`config.mk`:
```
export PLATFORM = sky130hd
export DESIGN_NAME = corescore_pkt_fifo
export DESIGN_NICKNAME = d
export VERILOG_FILES = /design/src/rtl/corescore_pkt_fifo.sv
export SDC_FILE = /design/constraint.sdc
export NUM_CORES = 1
export LEC_CHECK = 0
export BUFFER_PORTS_ARGS = -buffer_cell sky130_fd_sc_hd__buf_2
export CORE_ASPECT_RATIO = 1.5
export CORE_UTILIZATION = 50
export DETAILED_ROUTE_END_ITERATION = 16
export GPL_ROUTABILITY_DRIVEN = 0
export PLACE_DENSITY_LB_ADDON = 0.12
export SKIP_CTS_REPAIR_TIMING = 1
export SYNTH_ARGS = -nofsm -noshare
export SYNTH_HDL_FRONTEND = slang
export SYNTH_SLANG_ARGS = --single-unit
```
`constraint.sdc`:
```
create_clock -name i_clk -period 2.55 [get_ports i_clk]
set_input_delay 0.1275 -clock i_clk [delete_from_list [all_inputs] [get_ports i_clk]]
set_output_delay 0.1275 -clock i_clk [all_outputs]
set_load 0.02 [all_outputs]
```
`src/rtl/corescore_pkt_fifo.sv`:
```
// corescore_pkt_fifo: byte-wide AXI-Stream FIFO ({tlast, tdata}) between the
// corescore producer and the UART emitter. First-word fall-through output.
// Optional store-and-forward mode, enabled by defining CORESCORE_PKT_FIFO_SAF_EN:
// output is held until a whole tlast-terminated packet is stored. If the FIFO
// fills with no complete packet, it falls back to cut-through until the next
// tlast byte leaves.
`timescale 1ns/1ps

module corescore_pkt_fifo #(
    parameter int DEPTH_LOG2 = 4
) (
    input  logic                  i_clk,
    input  logic                  i_rst,
    input  logic [7:0]            i_tdata,
    input  logic                  i_tlast,
    input  logic                  i_tvalid,
    output logic                  o_tready,
    output logic [7:0]            o_tdata,
    output logic                  o_tlast,
    output logic                  o_tvalid,
    input  logic                  i_tready,
    output logic [DEPTH_LOG2:0]   o_level,
    output logic [DEPTH_LOG2:0]   o_pkt_count
);

    localparam int DEPTH = 2 ** DEPTH_LOG2;

    logic [8:0]            mem [DEPTH];
    logic [DEPTH_LOG2:0]   wr_ptr;
    logic [DEPTH_LOG2:0]   rd_ptr;
    logic [DEPTH_LOG2:0]   level;
    logic [DEPTH_LOG2:0]   level_next;
    logic                  tready_q;
    logic                  wr;
    logic                  rd;
    logic [8:0]            head;

    assign wr       = i_tvalid && tready_q;
    assign rd       = o_tvalid && i_tready;
    assign head     = mem[rd_ptr[DEPTH_LOG2-1:0]];
    assign o_tdata  = head[7:0];
    assign o_tlast  = head[8];
    assign o_tready = tready_q;
    assign o_level  = level;

    // Occupancy after this cycle's handshakes.
    always_comb begin
        level_next = level;
        if (wr && !rd) begin
            level_next = level + 1'b1;
        end else if (!wr && rd) begin
            level_next = level - 1'b1;
        end
    end

    // Storage write; entries are not reset, pointers define what is valid.
    always_ff @(posedge i_clk) begin
        if (!i_rst && wr) begin
            mem[wr_ptr[DEPTH_LOG2-1:0]] <= {i_tlast, i_tdata};
        end
    end

    // Pointers, level and the registered ready. level never exceeds DEPTH, so
    // its MSB is set exactly when full; ready is the inverse for the next level.
    always_ff @(posedge i_clk) begin
        if (i_rst) begin
            wr_ptr   <= '0;
            rd_ptr   <= '0;
            level    <= '0;
            tready_q <= 1'b0;
        end else begin
            if (wr) wr_ptr <= wr_ptr + 1'b1;
            if (rd) rd_ptr <= rd_ptr + 1'b1;
            level    <= level_next;
            tready_q <= ~level_next[DEPTH_LOG2];
        end
    end

`ifdef CORESCORE_PKT_FIFO_SAF_EN
    logic [DEPTH_LOG2:0]   pkt_count;
    logic                  rel_q;
    logic                  pkt_in;
    logic                  pkt_out;

    assign pkt_in      = wr && i_tlast;
    assign pkt_out     = rd && head[8];
    assign o_pkt_count = pkt_count;
    assign o_tvalid    = (level != '0) && ((pkt_count != '0) || rel_q);

    // Complete-packet count and the oversize-packet release flag. A tlast
    // entry can only be read while pkt_count is nonzero, so set and clear
    // of the release flag never coincide.
    always_ff @(posedge i_clk) begin
        if (i_rst) begin
            pkt_count <= '0;
            rel_q     <= 1'b0;
        end else begin
            if (pkt_in && !pkt_out) begin
                pkt_count <= pkt_count + 1'b1;
            end else if (!pkt_in && pkt_out) begin
                pkt_count <= pkt_count - 1'b1;
            end
            if (level[DEPTH_LOG2] && (pkt_count == '0)) begin
                rel_q <= 1'b1;
            end else if (pkt_out) begin
                rel_q <= 1'b0;
            end
        end
    end
`else
    assign o_tvalid    = (level != '0);
    assign o_pkt_count = '0;
`endif

endmodule

```
# Word level (Yosys, flattened, before mapping)
# Memory sizes are Yosys's and may differ from the RTL's. A register that Yosys moved wholly into a read port is not among the register bits.
# Cells that the tools add are included.
[classes] bitwise_logic=1 n_reduce_logical=10 muxes=6 add_sub_neg=4
[op_table] operator="5-bit by 1-bit adder with 5-bit output, second input constant" count=3
[op_table] operator="5-bit 2-to-1 mux" count=2
[op_table] operator="4-bit 2-to-1 mux" count=2
[op_table] operator="1-bit logical AND" count=5
[op_table] operator="5-bit nonzero test" count=1
[op_table] operator="5-bit by 1-bit subtractor with 5-bit output, second input constant" count=1
[op_table] operator="1-bit logical NOT" count=3
[op_table] operator="1-bit 2-to-1 mux" count=2
[op_table] operator="2-bit nonzero test" count=1
[op_table] operator="1-bit NOT" count=1
[word_totals] reg_bits=16 n_memories=1 mem_bits_rw=144 input_bits=13 wordCells=27
[memory_table] memory="mem" depth=16 width=9 rd=1 rd_ports_with_merged_regs=1 write_ports=1 line="28" text="logic [8:0] mem [DEPTH];"

# Logic depth before layout (Yosys ltp)
# Gate-level depths: netlist (run 1).
[depth] ltp_word=6 mapped_depth=7 mapped_depth_nobuf=6

# Worst setup path before layout (run 1)
# Ideal clock, no wire load.
[synth_path] path_type="register -> register" from="register tready_q, in the netlist o_tready" to="memory mem[15][0], enable pin" setup_slack_ps=539 t_arrival_ps=1637 stages_incl_launch_ff=5 required_time_ps=2176 setup_ps=374 cell_sequence="dfxtp_1 and2_0 clkbuf_1 nand2_1 nor2_1"
[synth_via] elab_chain_len=4
[synth_rtl] item="start, declared" line="33" text="logic tready_q;"
[synth_rtl] item="start signal, assigned" line="75" text="tready_q <= ~level_next[DEPTH_LOG2];"
[synth_rtl] item="1-bit logical AND" line="38" text="assign wr = i_tvalid && tready_q;"
[synth_rtl] item="1-bit logical AND" line="58" text="if (!i_rst && wr) begin"
[synth_rtl] item="1-bit 2-to-1 mux" line="58"
[synth_rtl] item="1-bit 2-to-1 mux (not written as such)" line="59" text="mem[wr_ptr[DEPTH_LOG2-1:0]] <= {i_tlast, i_tdata};"
[synth_rtl] item="end, declared" line="28"
# Every way passes these cells.

==> impl_metrics.yaml, run 1 <==
detailed_routing:
  dr.pass1.iters: 5
  wl_per_cell_um: 20.84
  postRouteAntennaNets: 0
  via_count: 3194
  drt_iter0_drc: 155
  drt-total-wl_mm: 11.80
  via_per_inst: 5.643
  drc: 0
synthesis:
  syn_area_mm2: 0.006379
  synth.yosys.seq_area_share_pct: 73.44
  ys_top_cells_by_count: "edfxtp_1 (144), mux4_2 (36), nor2_1 (31)"
  synth_cell_types: 39
  synth_top_cell_area_share_pct: 67.79
  synth_edf_count: 144
  synth.most_common_cell: "edfxtp_1"
  yosys.area.top_type: "edfxtp_1"
  synth_cells: 344
  synth_seq_cells: 162
  yosys_warnings: 0
  synth-async-reset-ratio_pct: 0
  avgSynthCellArea_um2: 18.54
  yosys-top-cells-area: "edfxtp_1 (68%), mux4_2 (13%), dfxtp_1 (5.6%), a22oi_1 (2.1%), nor2_1 (1.8%)"
  yosys_most_used_dff: "edfxtp_1"
sta:
  setup_viol: 0
  max_freq_mhz: 437.7
  rsz0062_at_grt: "false"
  slew_viol_final: 0
  setup_tns_ns: 0
  hold_viol_final: 0
  post-route-min-period_ns: 2.285
  fin_hold_ws_ns: 0.07668
  maxSlewHeadroom_pct: 51.08
  skew_ns: 0.01019
  tightest_slew_ns: 0.7323
  worst_slack_ns: 0.2653
  post-route-period-util_pct: 89.59
finish:
  n_fill_cell: 940
  multi_input_area_mm2: 0.001575
  nets: 417
  drive_gt1_share_pct: 29.02
  n_antenna_cell: 0
  final_core_util_pct: 59.46
  register_area_mm2: 0.004686
  area_growth_pct: 16.05
  final_cells: 566
  final_area_mm2: 0.007402
power_and_ir_drop:
  switching_share_pct: 24.57
  p_leak_nw: 2.498
  power_density_mw_per_mm2: 912.3
  p_sw_mw: 1.660
  combinationalPowerShare_pct: 18.4
  p_int_mw: 5.093
  p_seq_share_pct: 44.5
  total_power_mw: 6.753
  p_clk_share_pct: 37.1
  vdd_drop_max_mv: 0.6854
placement:
  hpwl_mm: 7.729
  dp_cells: 534
  post-place-ws_ns: 0.3919
  place_area_mm2: 0.006813
  io_buffer_count: 28
floorplanning:
  coreArea_mm2: 0.01245
  fp.dieW_um: 94.22
  start_util_pct: 51.24
  pin_count: 34
  num_rows: 50
  dieArea_mm2: 0.01322
  die_h_um: 140.3
setup_path:
  cpMaxStageDelayCell: "mux4_2"
  regToRegSetupSlack_ns: 0.40
  crit_chain: "buf_12 -> mux4_2 -> a22oi_1 -> nand2_1 -> buf_2"
  reg2regPathDepth: 6
  cp-end-kind: "output pin"
  startpoint_type: "flip-flop"
  critPathMaxStageDelay_ns: 0.54
  arrival_ns: 2.16
  cp_max_fo: 36
  path_class: "reg2out"
  cp.required_ns: 2.42
global_routing:
  antenna_found_initial: 0
  grt.total_usage_pct: 19.55
  grt_pass1_vias: 3279
  gr-total-overflow: 0
  grt_pass1_wl_mm: 18.08
  grt_max_degree: 37
clock_network:
  cts_tree: "done"
  htreeDepth: 4
  clock_sinks: 162
  clk_latency_ns: 0.41
  clkSlewWorstSetupHoldPaths_ns: 0.06
  ctsRootBufferMaster: "clkbuf_16"
  cts_buffers: 17
  cts_max_path_buffers: 2
min_path:
  whs_path_depth: 4
  hold_class: "in2reg"
flow_run:
  drv_cap: 0
status:
  status: "finished, final reports clean"
==> power by group through the flow <==
stage	Clock [mW]	Sequential [mW]	Combinational, mW
floorplan	0	3.07	0.967
global placement	0	3.06	1.25
CTS	2.55	3.00	1.27
global route	2.66	3.01	1.35
detailed placement	0	3.06	1.27
finish	2.51	3.01	1.24
==> metal layers <==
metal / track usage (%) / vias to the layer above / share of wire [%]
li1: - / 1456 / -
met3: 4.723 / 8 / 3.6
met5: 0 / - / 0
met2: 34.90 / 79 / 57
met1: 22.65 / 1651 / 39
met4: 6.478 / 0 / 1.0
==> final timing paths <==
check / startpoint / end
max: flip-flop / o_tdata[5]
min: i_tvalid / wr_ptr[1]
max reg2reg: o_level[1] / o_level[3]
min reg2reg: wr_ptr[1] / wr_ptr[1]
==> registers in the layout (all words and copies together) (netlist names), named ones only <==
| register | count |
|---|---|
| wr_ptr | 4 |
| o_tready | 1 |
| o_level | 4 |
| rd_ptr | 4 |
| mem | 144 |
==> worst max-delay path: cells and delay by family (launching register included) <==
family	cells	cell delay, ns
mux	1	0.54
buf+inv	2	0.46
flops	1	0.34
compound gates	1	0.28
simple gates	1	0.12
==> layout make-up <==
type / count / area share (%)
Tap cell: 156 / 2.637
Inverter: 5 / 0.2535
Multi-Input combinational cell: 160 / 21.28
Clock inverter: 11 / 1.876
Clock buffer: 21 / 6.085
Timing Repair Buffer: 51 / 4.564
Sequential cell: 162 / 63.30
==> cells by family after synthesis <==
family	Yosys count	synth area share (%)
AOI/OAI and AO/OA	27	2.923
other	1	0.05879
adders and majority gates	8	1.530
and+or+nand+nor	73	5.669
buffers and inverters	26	2.099
DFF	162	73.44
muxes	38	13.04
xor gates and xnor gates	9	1.236
==> cell usage in the layout (no fill, tap or decap), types with 2 or more instances in the layout <==
master	instances
nor3_1	2
edfxtp_1	144
clkinv_2	4
buf_12	2
nor2_1	31
mux4_2	36
buf_2	28
buf_4	21
nand2_1	18
bufinv_16	3
ha_1	7
nand4b_1	2
conb_1	5
dfxtp_1	17
a21oi_1	6
clkinv_4	2
nand3_1	4
clkbuf_16	17
a22oi_1	18
nor2b_1	3
nand4_1	2
inv_1	5
xnor2_1	3
clkbuf_1	3
xor2_1	6
(Power assumes the default switching activity.)
==> run 2, diff against run 1 <==
--- a/config.mk
+++ b/config.mk
@@ -10,6 +10,7 @@
 export CORE_UTILIZATION = 50
 export DETAILED_ROUTE_END_ITERATION = 16
 export GPL_ROUTABILITY_DRIVEN = 0
+export GPL_TIMING_DRIVEN = 0
 export PLACE_DENSITY_LB_ADDON = 0.12
 export SKIP_CTS_REPAIR_TIMING = 1
 export SYNTH_ARGS = -nofsm -noshare
==> run 2 against run 1 <==
Setup slack worse by 0.21 ns. Final area grew 0.66%. Sequential power is essentially flat. Critical path type is now reg2reg. Largest power group unchanged. Cell count decreased by 0.53%. Critical path depth fell by 1. Register-to-register slack got worse by 0.34 ns. Combinational power grew 10%.
==> impl_metrics.yaml, run 2 (synthesis gave the netlist of run 1 again) <==
clock_network:
  clkSlewWorstSetupHoldPaths_ns: 0.06
  clock_sinks: 162
  cts_tree: "done"
  cts_max_path_buffers: 2
  htreeDepth: 4
  ctsRootBufferMaster: "clkbuf_16"
  cts_buffers: 17
  clk_latency_ns: 0.41
detailed_routing:
  drc: 0
  via_count: 3182
  drt-total-wl_mm: 12.74
  dr.pass1.iters: 4
  drt_iter0_drc: 136
  wl_per_cell_um: 22.63
  via_per_inst: 5.652
  postRouteAntennaNets: 0
setup_path:
  cp_max_fo: 10
  arrival_ns: 2.53
  cp-end-kind: "flip-flop"
  path_class: "reg2reg"
  cp.required_ns: 2.59
  startpoint_type: "flip-flop"
global_routing:
  grt_max_degree: 17
  grt_pass1_vias: 3340
  antenna_found_initial: 0
  grt_pass1_wl_mm: 19.46
  gr-total-overflow: 0
  grt.total_usage_pct: 21.52
sta:
  fin_hold_ws_ns: 0.09197
  slew_viol_final: 0
  post-route-min-period_ns: 2.490
  skew_ns: 0.007383
  post-route-period-util_pct: 97.66
  hold_viol_final: 0
  setup_viol: 0
  tightest_slew_ns: 0.8980
  rsz0062_at_grt: "true"
  setup_tns_ns: 0
  max_freq_mhz: 401.6
  maxSlewHeadroom_pct: 39.91
min_path:
  hold_class: "in2reg"
power_and_ir_drop:
  combinationalPowerShare_pct: 18.9
  p_sw_mw: 1.782
  switching_share_pct: 24.63
  p_int_mw: 5.455
  vdd_drop_max_mv: 0.6308
  p_seq_share_pct: 41.4
  power_density_mw_per_mm2: 971.3
  p_clk_share_pct: 39.7
  p_leak_nw: 2.474
floorplanning:
  start_util_pct: 51.24
  pin_count: 34
  dieArea_mm2: 0.01322
  num_rows: 50
  coreArea_mm2: 0.01245
  fp.dieW_um: 94.22
  die_h_um: 140.3
finish:
  nets: 414
  area_growth_pct: 16.81
  final_common_cell: "edfxtp_1"
  largest_register_ffs: 144
  n_antenna_cell: 0
  final_cells: 563
  drive_gt1_share_pct: 30.22
  final_cell_mix: "edfxtp_1 (144), mux4_2 (36), buf_2 (29), nor2_1 (19)"
status:
  status: "finished, final reports clean"
placement:
  io_buffer_count: 27
  hpwl_mm: 8.452
  dp_cells: 531
flow_run:
  drv_cap: 0
-- run 2: cell types whose count changed in the layout (fill, tap and decap cells not counted), sizes merged --
cell,delta
bufinv,+3
inv,+2
clkinv,-7
buf,-11
clkbuf,+7
clkinvlp,+3
-- run 2: area by class of cell --
type,instances,area (um2)
Buffer,21,137.6
Clock buffer,20,446.7
Clock inverter,12,227.7
Fill cell,924,4999
Inverter,5,18.77
Multi-Input combinational cell,160,1605
Sequential cell,162,4684
Tap cell,156,195.2
Timing Repair Buffer,27,135.1
-- run 2: worst max-delay path: stages (launching register included) --
cell      delay [ns]
dfxtp_1         0.36
and2_0          0.30
clkbuf_1        0.41
nand2_1         0.29
nor2_1          0.76
-- run 2: final timing paths --
path,from,to,slack [ns],depth (start not counted)
worst min register to register,rd_ptr[1],rd_ptr[1],0.50,2
worst min-delay path,i_rst,o_level[3],0.09,3
worst max-delay path,o_tready,mem[15][1],0.06,4
worst max register to register,o_tready,mem[15][1],0.06,4
-- run 2: layer usage --
metal / track usage [%] / part of all wire (%) / up-vias / routed length [um]
met5: 0 / 0 / - / 0
met4: 5.344 / 1.2 / 0 / 149
met3: 5.375 / 4.1 / 9 / 527
met2: 38.67 / 57 / 81 / 7214
met1: 25.39 / 38 / 1634 / 4848
li1: - / - / 1458 / -
-- run 2: per-stage QoR --
stage	instance area [um2]	power, mW	utilization (%)	setup WS [ns]
after floorplan	6394	4.036	-	0.5386
after global placement	6724	4.401	54.01	0.1160
after detailed placement	6724	4.419	54.01	0.04459
after CTS	7398	7.270	59.43	-0.1184
after global routing	7451	7.485	59.85	-0.2417
final	7451	7.237	59.85	0.05976
-- run 2: power by group through the flow --
stage / Sequential, mW / Combinational (mW) / Clock (mW)
4_1_cts: 2.99 / 1.37 / 2.91
3_5_place_dp: 3.05 / 1.37 / 0
2_1_floorplan: 3.07 / 0.967 / 0
6_report: 3.00 / 1.37 / 2.87
3_3_place_gp: 3.05 / 1.35 / 0
5_1_grt: 3.00 / 1.48 / 3.00
